[config.mk]
export PLATFORM = sky130hd
export DESIGN_NAME = mem_stage
export DESIGN_NICKNAME = d
export VERILOG_FILES = /design/src/rtl/mem_stage.sv
export SDC_FILE = /design/constraint.sdc
export NUM_CORES = 1
export LEC_CHECK = 0
export ABC_AREA = 1
export CAP_MARGIN = 30
export CORE_AREA = 5 5 161 163
export DETAILED_ROUTE_END_ITERATION = 16
export DIE_AREA = 0 0 166 168
export GPL_TIMING_DRIVEN = 0
export PLACE_DENSITY_LB_ADDON = 0.05
export SYNTH_ARGS = -nofsm -noshare
export SYNTH_HDL_FRONTEND = slang
export SYNTH_SLANG_ARGS = --single-unit
[constraint.sdc]
create_clock -name clk -period 5.42 [get_ports clk]
set_input_delay 1.084 -clock clk [delete_from_list [all_inputs] [get_ports clk]]
set_output_delay 1.084 -clock clk [all_outputs]
set_load 0.005 [all_outputs]
[src/rtl/mem_stage.sv]
// MEM pipeline stage: tracks the single outstanding data-SRAM response, aligns and
// extends load data, and forwards exception/CSR fields to WB.
module mem_stage #(
    parameter int ES_TO_MS_WD = 173,
    parameter int MS_TO_WS_WD = 169
) (
    input  logic                   clk,
    input  logic                   reset,
    input  logic                   es_to_ms_valid,
    input  logic [ES_TO_MS_WD-1:0] es_to_ms_bus,
    output logic                   ms_allowin,
    input  logic                   ws_allowin,
    output logic                   ms_to_ws_valid,
    output logic [MS_TO_WS_WD-1:0] ms_to_ws_bus,
    input  logic                   excp_flush,
    input  logic                   ertn_flush,
    input  logic                   data_sram_data_ok,
    input  logic [31:0]            data_sram_rdata,
    output logic [38:0]            ms_forward,
    output logic                   ms_load_pending
);

    typedef enum logic [1:0] {
        S_IDLE,
        S_WAIT,
        S_DROP
    } state_t;

    state_t                 state;
    state_t                 state_nxt;
    logic                   ms_valid;
    logic [ES_TO_MS_WD-1:0] bus_r;
    logic                   rdata_buf_valid;
    logic [31:0]            rdata_buf;

    logic        flush;
    logic        es_accept;
    logic        es_req_issued;
    logic        ms_ready_go;
    logic [31:0] pc_r;
    logic [31:0] alu_result;
    logic        gr_we;
    logic [4:0]  dest;
    logic        res_from_mem;
    logic [2:0]  mem_op;
    logic        req_issued_r;
    logic [31:0] mem_src;
    logic [31:0] mem_shifted;
    logic [31:0] load_result;
    logic [31:0] final_result;

    assign pc_r         = bus_r[172:141];
    assign dest         = bus_r[139:135];
    assign gr_we        = bus_r[134];
    assign alu_result   = bus_r[132:101];
    assign res_from_mem = bus_r[4];
    assign mem_op       = bus_r[3:1];
    assign req_issued_r = bus_r[0];

    assign flush         = excp_flush | ertn_flush;
    assign es_req_issued = es_to_ms_bus[0];

    assign ms_ready_go    = !(req_issued_r && (state == S_WAIT) && !data_sram_data_ok);
    // A stale response owed in DROP must retire before a new request may enter.
    assign ms_allowin     = (!ms_valid || (ms_ready_go && ws_allowin))
                          && ((state != S_DROP) || data_sram_data_ok)
                          && !flush;
    assign es_accept      = es_to_ms_valid && ms_allowin;
    assign ms_to_ws_valid = ms_valid && ms_ready_go && !flush;

    always_comb begin
        state_nxt = state;
        case (state)
            S_IDLE: if (es_accept && es_req_issued) state_nxt = S_WAIT;
            S_WAIT: begin
                if (data_sram_data_ok)
                    state_nxt = (es_accept && es_req_issued) ? S_WAIT : S_IDLE;
                else if (flush)
                    state_nxt = S_DROP;
            end
            S_DROP: begin
                if (data_sram_data_ok)
                    state_nxt = (es_accept && es_req_issued) ? S_WAIT : S_IDLE;
            end
            default: state_nxt = S_IDLE;
        endcase
    end

    always_ff @(posedge clk or negedge reset) begin
        if (!reset) begin
            state           <= S_IDLE;
            ms_valid        <= 1'b0;
            rdata_buf_valid <= 1'b0;
        end else begin
            state <= state_nxt;
            if (flush)
                ms_valid <= 1'b0;
            else if (ms_allowin)
                ms_valid <= es_to_ms_valid;

            if (flush)
                rdata_buf_valid <= 1'b0;
            else if (ms_to_ws_valid && ws_allowin)
                rdata_buf_valid <= 1'b0;
            else if (ms_valid && (state == S_WAIT) && data_sram_data_ok)
                rdata_buf_valid <= 1'b1;
        end
    end

    always_ff @(posedge clk) begin
        if (es_accept)
            bus_r <= es_to_ms_bus;
        if (ms_valid && (state == S_WAIT) && data_sram_data_ok && !flush && !ws_allowin)
            rdata_buf <= data_sram_rdata;
    end

    assign mem_src     = rdata_buf_valid ? rdata_buf : data_sram_rdata;
    assign mem_shifted = mem_src >> {alu_result[1:0], 3'b000};

    always_comb begin
        load_result = mem_shifted;
        case (mem_op[1:0])
            2'b00:   load_result = {{24{mem_op[2] & mem_shifted[7]}},  mem_shifted[7:0]};
            2'b01:   load_result = {{16{mem_op[2] & mem_shifted[15]}}, mem_shifted[15:0]};
            default: load_result = mem_shifted;
        endcase
    end

    assign final_result = res_from_mem ? load_result : alu_result;

    // Top bit is spare; fields from pc down to csr_wdata occupy [167:0].
    assign ms_to_ws_bus    = {1'b0, pc_r, bus_r[140:133], final_result, bus_r[100:5]};
    assign ms_forward      = {ms_valid, gr_we, dest, final_result};
    assign ms_load_pending = ms_valid && res_from_mem && !ms_ready_go;

endmodule

Yosys cells after proc, flatten, opt, wreduce, memory -nomap -nowiden
Index checks and enable logic that the tools add are counted.
{"block": "classes", "bitwise": 3, "eq_ne": 7, "n_mul": 0, "add_sub_neg": 0, "mux": 14, "reduce_logical": 28, "div": 0, "order_cmp": 0, "shifts": 1}
{"op": "$mux W32", "count": 2}
{"op": "$pmux W32 S2", "count": 1}
{"op": "$shr A32 B5 Y32", "count": 1}
{"op": "$logic_and A1 B1 Y1", "count": 16}
{"op": "$mux W2", "count": 4}
{"op": "$mux W1", "count": 6}
{"op": "$ne A2 B2 Y1 const B", "count": 3}
{"op": "$pmux W2 S3", "count": 1}
{"op": "$logic_not A1 Y1", "count": 5}
{"op": "$eq A2 B1 Y1 const B", "count": 2}
{"op": "$logic_not A2 Y1", "count": 2}
{"op": "$ne A3 B3 Y1 const B", "count": 1}
{"op": "$reduce_and A3 Y1", "count": 1}
{"op": "$reduce_bool A3 Y1", "count": 1}
{"op": "$and A1 B1 Y1", "count": 2}
{"op": "$eq A2 B2 Y1 const B", "count": 1}
{"op": "$logic_or A1 B1 Y1", "count": 2}
{"op": "$reduce_bool A2 Y1", "count": 1}
{"op": "$or A1 B1 Y1", "count": 1}
{"block": "totals", "out_inout_bits": 211, "register_bits": 209, "latch_bits": 0, "inputBits": 212, "romBits": 0, "ramBits": 0, "memories": 0, "wordCells": 58}

Depth between registers and ports, before layout
{"block": "depth", "ltp_word": 13, "depth_mapped": 13, "mapped_depth_nobuf": 9}

Worst setup path after synthesis
No wires, ideal clock.
{"block": "synth_timing", "path_type": "input port to flip-flop", "from": "input port ertn_flush", "to": "register bus_r[0], enable pin", "n_path_buf": 1, "stages": 5, "arrival_ns": 5.043, "setup_slack_ns": -0.149, "required_time_ns": 4.894, "setup_ns": 0.526, "path_cell_list": "or2_2 -> clkbuf_1 -> nor2_1 -> nand2_1 -> inv_1"}
{"block": "synth_between", "elab_chain_len": 4}
{"item": "start: declaration", "line_no": "16", "source": "input logic ertn_flush,"}
{"item": "$or A1 B1 Y1", "line_no": "60", "source": "assign flush = excp_flush | ertn_flush;"}
{"item": "$logic_not A1 Y1", "line_no": "67", "source": "&& !flush;"}
{"item": "$logic_and A1 B1 Y1", "line_no": "67"}
{"item": "$logic_and A1 B1 Y1", "line_no": "68", "source": "assign es_accept = es_to_ms_valid && ms_allowin;"}
{"item": "end signal: assignment", "line_no": "112", "source": "bus_r <= es_to_ms_bus;"}
{"item": "end: declaration", "line_no": "32", "source": "logic [ES_TO_MS_WD-1:0] bus_r;"}
No other way between the ends.
A chain may end at the register's enable or synchronous reset.

Worst setup path after layout
{"block": "layout_timing", "from": "input port data_sram_rdata[31]", "to": "output port ms_to_ws_bus[110]"}
{"block": "layout_between", "elab_chain_len": 5}
{"item": "start: declaration", "line_no": "18", "source": "input logic [31:0] data_sram_rdata,"}
{"item": "$mux W32", "line_no": "117", "source": "assign mem_src = rdata_buf_valid ? rdata_buf : data_sram_rdata;"}
{"item": "$shr A32 B5 Y32", "line_no": "118", "source": "assign mem_shifted = mem_src >> {alu_result[1:0], 3'b000};"}
{"item": "$and A1 B1 Y1", "line_no": "123", "source": "2'b00: load_result = {{24{mem_op[2] & mem_shifted[7]}}, mem_shifted[7:0]};"}
{"item": "$pmux W32 S2", "line_no": "122", "source": "case (mem_op[1:0])"}
{"item": "$mux W32", "line_no": "129", "source": "assign final_result = res_from_mem ? load_result : alu_result;"}
{"item": "end: declaration", "line_no": "14", "source": "output logic [MS_TO_WS_WD-1:0] ms_to_ws_bus,"}
No other way between the ends.

==> impl_metrics.ini <==
[outcome]
status = finished, final reports clean

[floorplanning]
core_um2 = 24200
die_y_um = 168
die-width_um = 166
start_util_pct = 39.2
die-area_um2 = 27900
boundaryPins = 423
rows = 57

[sta]
finalSetupViolCount = 0
max_freq_ghz = 0.233
setup-tns-final_ns = 0
rsz0062_at_grt = false
tightest_slew_ns = 0.877
drv_slew = 0
slew_headroom_pct = 41.4
layout_setup_ws_ns = 1.14
clock_skew_ns = 0.0103
finalCritPeriodShare_pct = 79.0
min_period_ns = 4.28
finalHoldViolCount = 0

[cts]
cts_resized = 0
cts_buffers = 24
clk_pin_slew_ns = 0.05
cts_tree = built
root_buffer = clkbuf_16
htree_levels = 1
clk_path_buf_depth = 3
clk_latency_ns = 0.52
cts.sinks = 209
cts_hold_buf = 0
post_cts_buffers = 0

[yosys]
synth_top_area_share_pct = 65.0
syn_area_um2 = 9470
ys_types = 24
synth_area_leaders = edfxtp_1, buf_4, nand2_1
ys_warn_count = 0
synth_largest_area_cell = edfxtp_1
synth_nets = 1013
ys_ff_latch = 209
synthesis.instances = 801
synth_seq_area_share_pct = 66.1
syn_area_per_cell_um2 = 11.8

[routing]
vias = 7040
drc = 0
drt_iter0_drc = 393
ant_nets = 0
wl_per_cell_um = 18.7
wirelength_um = 29800
dr.pass1.iters = 5
via_per_inst = 4.41

[worst_setup_path]
crit_chain = clkdlybuf4s50_1 -> nand2_1 -> nand3_1 -> nand2_1 -> nand2_1 -> nand3_2 -> buf_6 -> inv_4 -> nor2_1 -> nor2_1 -> buf_4 -> clkdlybuf4s50_1
critical_path_class = in2out
cp_slowest_cell = clkdlybuf4s50_1
critPathArrivalTime_ns = 3.20
crit_required_ns = 4.34
cp_max_fo = 10
crit_path_start_kind = input port
cp-end-kind = primary output
max_stage_delay_ns = 0.52
crit_top_cell = nand2_1
r2r_slack_ns = 2.46

[finish]
drive_gt1_share_pct = 20.5
n_antenna_cell = 0
area.growth.synth_to_final_pct = 57.6
final_util_pct = 61.7
final_common_cell = clkdlybuf4s50_1
final_cell_mix = clkdlybuf4s50_1, edfxtp_1, buf_4, nand2_1, nand3_1
finalNetCount = 1468

[power]
powerDensity_nw_per_um2 = 252
leakage_uw = 0.00601
vdd_drop_max_mv = 0.256

[flow_run]
drv_cap = 0

[global_routing]
antenna_found_initial = 4
grt_max_degree = 43
grt_pass1_wl_um = 44000
grt.overflow.total = 0
track_usage_pct = 20.5
grt_pass1_vias = 7374

[place]
place_congestion = 0.887
io_buffers = 421
dpl.hpwl_um = 24100
place_ws_ns = 1.16

[min_path]
min_path_type = reg2reg
[per-layer routing]
metal  part of all wire, %  up-vias  GRT usage, %
li1                      -     3437             -
met1                    34     3224          21.2
met2                    53      310          37.8
met3                    10       61          8.70
met4                   3.3        8          6.49
met5                  0.21        -             0
[stage by stage]
step	std cells	hold WS [ns]	cell area (um^2)	total power (uW)
floorplan	801	0.548	9470	2010
CTS	1597	0.598	14900	3810
detailed placement	1554	0.586	14200	2320
global route	1597	0.656	14900	3910
finish	1597	0.595	14900	3770
global placement	1546	0.577	14100	2320
[power breakdown]
part | internal [uW] | switching [uW] | total, uW
registers | 1820 | 9.74 | 1830
clock network | 857 | 625 | 1480
logic | 299 | 153 | 452
total | 2980 | 788 | 3770
[kinds of logic after synthesis]
group	Yosys count	synth area share, %
flops	209	66.1
simple gates	317	14.9
other cells	1	0.0396
buf+inv	257	18.0
compound gates	17	1.04
[sequential cells by signal, summed over array words and instances (netlist names)]
| signal | cells |
|---|---|
| ms_valid | 1 |
| rdata_buf | 32 |
| rdata_buf_valid | 1 |
| bus_r | 173 |
| state | 2 |
[final timing paths]
kind / from / to / cells after the start
worst min-delay path: state[1]$_DFFE_PN0P_ / state[0]$_DFFE_PN0P_ / 3
min in group asynchronous: reset / ms_valid$_DFFE_PN0P_ / 1
worst max-delay path: data_sram_rdata[31] / ms_to_ws_bus[110] / 12
max in group asynchronous: reset / state[1]$_DFFE_PN0P_ / 1
worst min register to register: state[1]$_DFFE_PN0P_ / state[0]$_DFFE_PN0P_ / 3
worst max register to register: state[1]$_DFFE_PN0P_ / bus_r[135]$_DFFE_PN_ / 11
[synthesized netlist by cell type]
library cell,number
a21oi_1,6
inv_2,1
nand3_2,3
dfrtp_1,4
edfxtp_1,205
inv_1,51
o311ai_0,1
o211ai_1,3
inv_4,2
nand3_1,96
nor2_2,2
nor4_1,1
buf_2,9
buf_4,178
nor3_1,1
nand2_1,161
or2_2,21
nand4_1,8
buf_6,7
nor2_1,24
clkbuf_1,9
o21ai_0,6
a21o_1,1
conb_1,1
[area by class of cell]
type | count | area [um^2]
Buffer | 203 | 1490
Clock buffer | 30 | 623
Clock inverter | 13 | 90.1
Fill cell | 1996 | 9250
Inverter | 54 | 211
Multi-Input combinational cell | 335 | 1520
Sequential cell | 209 | 6260
Tap cell | 324 | 405
Timing Repair Buffer | 429 | 4320
[critical path: cells and delay by family]
| kind | cells | cell delay, ns |
|---|---|---|
| AND/OR/NAND/NOR | 7 | 0.74 |
| buffers and inverters | 5 | 1.38 |
No activity file was read; power rests on OpenSTA's default activity.
